## src/rtl/button_dir_latch.sv

```systemverilog
// button_dir_latch: synchronises and debounces the four push-buttons and turns
// debounced press events into a held 3-bit direction code for the CPU to poll.
module button_dir_latch #(
   parameter int unsigned DEBOUNCE_CYCLES = 290000,
   parameter int unsigned CNT_WIDTH       = 19,
   parameter bit          REJECT_REVERSE  = 1'b1
) (
   input  logic       clk,
   input  logic       reset,
   input  logic       BTNU,
   input  logic       BTNR,
   input  logic       BTND,
   input  logic       BTNL,
   input  logic       clear,
   output logic [2:0] button_reg,
   output logic       new_dir
);

   typedef enum logic [2:0] {
      DIR_NONE  = 3'd0,
      DIR_UP    = 3'd1,
      DIR_RIGHT = 3'd2,
      DIR_DOWN  = 3'd3,
      DIR_LEFT  = 3'd4
   } dir_e;

   localparam logic [CNT_WIDTH-1:0] CNT_LAST = CNT_WIDTH'(DEBOUNCE_CYCLES - 1);

   // Button lanes: bit 0 up, 1 right, 2 down, 3 left (also the priority order).
   logic [3:0]           raw;
   logic [3:0]           sync1_q, sync1_d;
   logic [3:0]           sync2_q, sync2_d;
   logic [3:0]           stable_q, stable_d;
   logic [3:0]           stable_dly_q, stable_dly_d;
   logic [CNT_WIDTH-1:0] cnt_q [4];
   logic [CNT_WIDTH-1:0] cnt_d [4];
   logic [3:0]           press;
   dir_e                 evt_code;
   logic                 reverse;
   dir_e                 button_reg_q, button_reg_d;
   logic                 new_dir_q, new_dir_d;

   assign raw = {BTNL, BTND, BTNR, BTNU};

   // Two-flop synchroniser chain and one-cycle delay of the debounced state.
   always_comb begin
      sync1_d      = raw;
      sync2_d      = sync1_q;
      stable_dly_d = stable_q;
   end

   // Per-button debounce: flip stable only after DEBOUNCE_CYCLES disagreeing cycles.
   always_comb begin
      stable_d = stable_q;
      for (int unsigned i = 0; i < 4; i++) begin
         cnt_d[i] = cnt_q[i];
         if (sync2_q[i] == stable_q[i]) begin
            cnt_d[i] = '0;
         end else if (cnt_q[i] == CNT_LAST) begin
            stable_d[i] = sync2_q[i];
            cnt_d[i]    = '0;
         end else begin
            cnt_d[i] = cnt_q[i] + 1'b1;
         end
      end
   end

   // Rising edges of the debounced levels, reduced to the single highest-priority code.
   always_comb begin
      press    = stable_q & ~stable_dly_q;
      evt_code = DIR_NONE;
      if (press[0])      evt_code = DIR_UP;
      else if (press[1]) evt_code = DIR_RIGHT;
      else if (press[2]) evt_code = DIR_DOWN;
      else if (press[3]) evt_code = DIR_LEFT;
   end

   // Direction register next state: clear, then hold on no/same/reversed event, else take it.
   always_comb begin
      button_reg_d = button_reg_q;
      new_dir_d    = 1'b0;
      reverse      = ((evt_code == DIR_UP)    && (button_reg_q == DIR_DOWN))  ||
                     ((evt_code == DIR_DOWN)  && (button_reg_q == DIR_UP))    ||
                     ((evt_code == DIR_RIGHT) && (button_reg_q == DIR_LEFT))  ||
                     ((evt_code == DIR_LEFT)  && (button_reg_q == DIR_RIGHT));
      if (clear) begin
         button_reg_d = DIR_NONE;
      end else if ((evt_code != DIR_NONE) && (evt_code != button_reg_q) &&
                   !(REJECT_REVERSE && reverse)) begin
         button_reg_d = evt_code;
         new_dir_d    = 1'b1;
      end
   end

   // State registers, all cleared by the asynchronous reset.
   always_ff @(posedge clk or posedge reset) begin
      if (reset) begin
         sync1_q      <= '0;
         sync2_q      <= '0;
         stable_q     <= '0;
         stable_dly_q <= '0;
         for (int unsigned i = 0; i < 4; i++) cnt_q[i] <= '0;
         button_reg_q <= DIR_NONE;
         new_dir_q    <= 1'b0;
      end else begin
         sync1_q      <= sync1_d;
         sync2_q      <= sync2_d;
         stable_q     <= stable_d;
         stable_dly_q <= stable_dly_d;
         for (int unsigned i = 0; i < 4; i++) cnt_q[i] <= cnt_d[i];
         button_reg_q <= button_reg_d;
         new_dir_q    <= new_dir_d;
      end
   end

   assign button_reg = button_reg_q;
   assign new_dir    = new_dir_q;

endmodule

```

## config.mk

```make
export PLATFORM = sky130hd
export DESIGN_NAME = button_dir_latch
export DESIGN_NICKNAME = d
export VERILOG_FILES = /design/src/rtl/button_dir_latch.sv
export SDC_FILE = /design/constraint.sdc
export NUM_CORES = 1
export LEC_CHECK = 0
export CELL_PAD_IN_SITES_DETAIL_PLACEMENT = 1
export CELL_PAD_IN_SITES_GLOBAL_PLACEMENT = 1
export CORE_ASPECT_RATIO = 1.5
export CORE_UTILIZATION = 40
export CTS_CLUSTER_SIZE = 10
export DETAILED_ROUTE_END_ITERATION = 12
export PLACE_DENSITY = 0.65
export SETUP_SLACK_MARGIN = 0.1
export SLEW_MARGIN = 5
export SYNTH_ARGS = -nofsm -noshare
export SYNTH_HDL_FRONTEND = slang
export SYNTH_SLANG_ARGS = --single-unit
export TNS_END_PERCENT = 50
```

## constraint.sdc

```tcl
create_clock -name clk -period 9.59 [get_ports clk]
set_input_delay 2.3975 -clock clk [delete_from_list [all_inputs] [get_ports clk]]
set_output_delay 2.3975 -clock clk [all_outputs]
set_load 0.02 [all_outputs]
```

==> metrics.md <==
| Metric | Value |
|---|---|
| Max-cap check violation count | 0 |
| Max Clk Rate | 256 MHz |
| Detailed Route WL | between 8000 and 9000 um |
| CTS tree | built |
| First-pass GRT wire length | about 15000 um |
| Critical path depth | 1 |
| Num rows | 46 |
| Reg-to-reg critical path endpoint | cnt_q[74]$_DFF_PP0_ |
| Worst-case reg-to-reg path depth | 6 |
| CP peak stage delay | between 0.6 and 0.7 ns |
| Root Driver | clkbuf_16 |
| Final instance area | approximately 5000 um2 |
| Power per Cell Area | around 160 nW/um2 |
| Slowest-stage cell, CP | clkdlybuf4s50_1 |
| Total power | between 0.8 and 0.9 mW |
| Vias/cell | 5.16 |
| Final hold violations | 0 |
| Clock Power Share | between 40% and 50% |
| Worst hold path class | flip-flop to flip-flop |
| Num ports | 11 |
| Reg area | roughly 2400 um2 |
| Die Y | about 130 um |
| Full die area | 11600 um2 |
| Drt pass-1 iters | 4 |
| CP Data Required Time | 7.19 ns |
| Status | finished clean |
| Worst rel slew slack | 43.2% |
| Hold Worst Slack | ~0.35 ns |
| Initial DRC Count | roughly 100 |
| Final Slew Violations | 0 |
| Initial Utilization | roughly two fifths |
| Die W | between 80 and 90 um |
| Post-CTS Hold Fix Bufs | 0 |
| Switching part of the total power | between 20% and 30% |
| Post-Synthesis Cells | 436 |
| Pin count of the biggest net entering global routing | 69 |
| Area of the multi-input gates | between 1500 and 2000 um2 |
| Deepest clock path buffer count | 2 |
| Number of flip-flops in the largest register | 76 |
| Clock latency on the worst-skew pair | about 0.33 ns |
| Nets | between 400 and 500 |
| Peak supply drop | 0.0922 mV |
| Worst path bufs/invs | 1 |
| Post-route ant nets | 0 |
| Avg WL per Cell | 14.8 um |
| Critical path class | flip-flop to output pin |
| Crit path capture | button_reg[1] |
| Min Tclk post-route | just under 4 ns |
| Post-synthesis sequential area ratio | 53.9% |
| Sequential Power Share | 51.6% |
| Flops & latches, synth | 96 |
| LEAKAGE | 2.09 nW |
| CTS Sinks | 96 |
| Synth cell types | 42 |
| Number of global-route vias before repair | roughly 3300 |
| Total GRT Usage | between 10% and 20% |
| Int Pwr | 0.640 mW |
| Setup Buffers After CTS | 0 |
| Fin Setup TNS | 0 ns |
| Synthesized area | around 4500 um2 |
| Filler instances | between 1000 and 1500 |
| Period utilization | between 40 and 50% |
| Reg clk slew, reported paths | around 0.060 ns |
| Routability cong. | about 0.8 |
| Async SR Flop Fraction | 100% |
| Yosys warnings | 0 |
| Post-Syn Area per Cell | around 10 um2 |
| Core area | between 10000 and 15000 um2 |
| Area growth syn-to-layout | 12.0% |
| Placed Instance Area | between 4000 and 5000 um2 |
| Largest register by flop count | cnt_q |
| Layout cells sized above 1 | 6.61% |
| Antenna diode count | 0 |
| Post-DP HPWL | approximately 6000 um |
| Final-report setup violation count | 0 |
| RSZ-0062 raised after global routing | false |
| Arrival time at the worst endpoint | 1.50 ns |
| Syn Nets | 447 |
| Crit. Startpoint | button_reg[1]$_DFFE_PP0P_ |
| Net Sw Power | 0.166 mW |
| Worst Skew | 0.00676 ns |
| Startpoint Class | flip-flop |
| Hold-critical path depth | 0 |
| EDFF count, synth | 0 |
| H-tree depth | 3 |
| Initial antenna violation count | 0 |
| Post-CTS sizing | 0 |
| Crit. End Element | output pin |
| CP cell instances | clkdlybuf4s50_1 |
| Crit path max-delay family | buffers and inverters |
| CTS buffer count | 9 |
| DRC | 0 |
| DR vias | ~3000 |
| Port bufs | 10 |
| CP max FO | 10 |
| Worst-Margin Slew | 0.852 ns |
| Combinational Power Share | about 3.0% |
| Primary FF master, synth | dfrtp_1 |
| Aggregate global routing overflow | 0 |
| Reg2Reg Setup Slack | 7.33 ns |
| FF-to-FF Start | cnt_q[57]$_DFF_PP0_ |
==> stage by stage <==
step | util (%) | worst slack, ns | instances
2_1_floorplan | - | 4.69 | 436
3_3_place_gp | 43.7 | 5.58 | 583
3_5_place_dp | 43.7 | 5.56 | 583
4_1_cts | 46.6 | 5.68 | 598
5_1_grt | 46.6 | 5.62 | 598
6_report | 46.6 | 5.69 | 598
==> power groups by stage <==
| stage | logic (mW) | registers [mW] | clock network (mW) |
|---|---|---|---|
| floorplan | 0.0190 | 0.422 | 0 |
| global placement | 0.0250 | 0.423 | 0 |
| detailed placement | 0.0256 | 0.423 | 0 |
| CTS | 0.0259 | 0.416 | 0.379 |
| global route | 0.0293 | 0.417 | 0.392 |
| finish | 0.0245 | 0.416 | 0.366 |
==> area by class of cell <==
type                    instances  share of cell area [%]
flip-flops and latches         96                    48.1
multi-input cells             320                    39.0
repair buffers                 11                    2.16
clock inverters                 2                   0.752
clock buffers                  13                    5.41
well taps                     144                    3.61
inverters                      12                   0.953
==> metal layers <==
layer	up-vias	wire length [um]	global-route usage, %
met5	-	0	0
li1	1489	-	-
met3	9	166	2.76
met4	0	120	6.72
met1	1567	3870	21.0
met2	18	4710	29.4
==> how the worst min path moves through the flow <==
stage,startpoint,end,slack [ns]
floorplan,sync1_q[0]$_DFF_PP0_,sync2_q[0]$_DFF_PP0_,0.33
global placement,sync1_q[2]$_DFF_PP0_,sync2_q[2]$_DFF_PP0_,0.33
detailed placement,sync1_q[0]$_DFF_PP0_,sync2_q[0]$_DFF_PP0_,0.34
CTS,sync1_q[0]$_DFF_PP0_,sync2_q[0]$_DFF_PP0_,0.35
global route,sync1_q[0]$_DFF_PP0_,sync2_q[0]$_DFF_PP0_,0.36
finish,sync1_q[0]$_DFF_PP0_,sync2_q[0]$_DFF_PP0_,0.35
==> synth_stat cells, types with 3 or more instances <==
master / count / share of area [%]
nor4_1: 12 / 1.7
buf_4: 3 / 0.51
nor4b_1: 3 / 0.59
xor2_1: 38 / 7.5
or2_2: 4 / 0.56
inv_1: 12 / 1.0
nor3_1: 9 / 1.0
nor2_1: 95 / 8.0
xnor2_1: 35 / 6.9
o21ai_0: 3 / 0.34
nand4_1: 14 / 2.0
nand2_1: 22 / 1.9
nor2b_1: 5 / 0.70
ha_1: 4 / 1.1
nand2b_1: 4 / 0.56
mux2_2: 3 / 0.76
dfrtp_1: 96 / 54
nand3_1: 35 / 3.9
a21oi_1: 3 / 0.34
and3_1: 7 / 0.98
==> cells in the final DEF, fill, tap and decap left out, types with 4 or more instances in the layout <==
master           count
clkbuf_16            9
and3_1               7
nor2b_1              5
nor2_1              95
xor2_1              38
or2_2                4
nand2_1             22
nor4_1              12
ha_1                 4
nand2b_1             4
nand4_1             14
nand3_1             35
nor3_1               9
xnor2_1             35
clkdlybuf4s50_1     10
inv_1               11
dfrtp_1             96
==> cell families (layout without fill, tap and decap cells) <==
| kind of cell | Yosys count | after routing | synth area share [%] |
|---|---|---|---|
| mux | 5 | 5 | 1.32 |
| fa+ha+maj | 4 | 4 | 1.12 |
| buf+inv | 20 | 38 | 2.41 |
| simple gates | 227 | 227 | 25.3 |
| flops | 96 | 96 | 53.9 |
| compound gates | 11 | 11 | 1.60 |
| xor+xnor | 73 | 73 | 14.3 |
No activity file was read; power rests on OpenSTA's default activity.
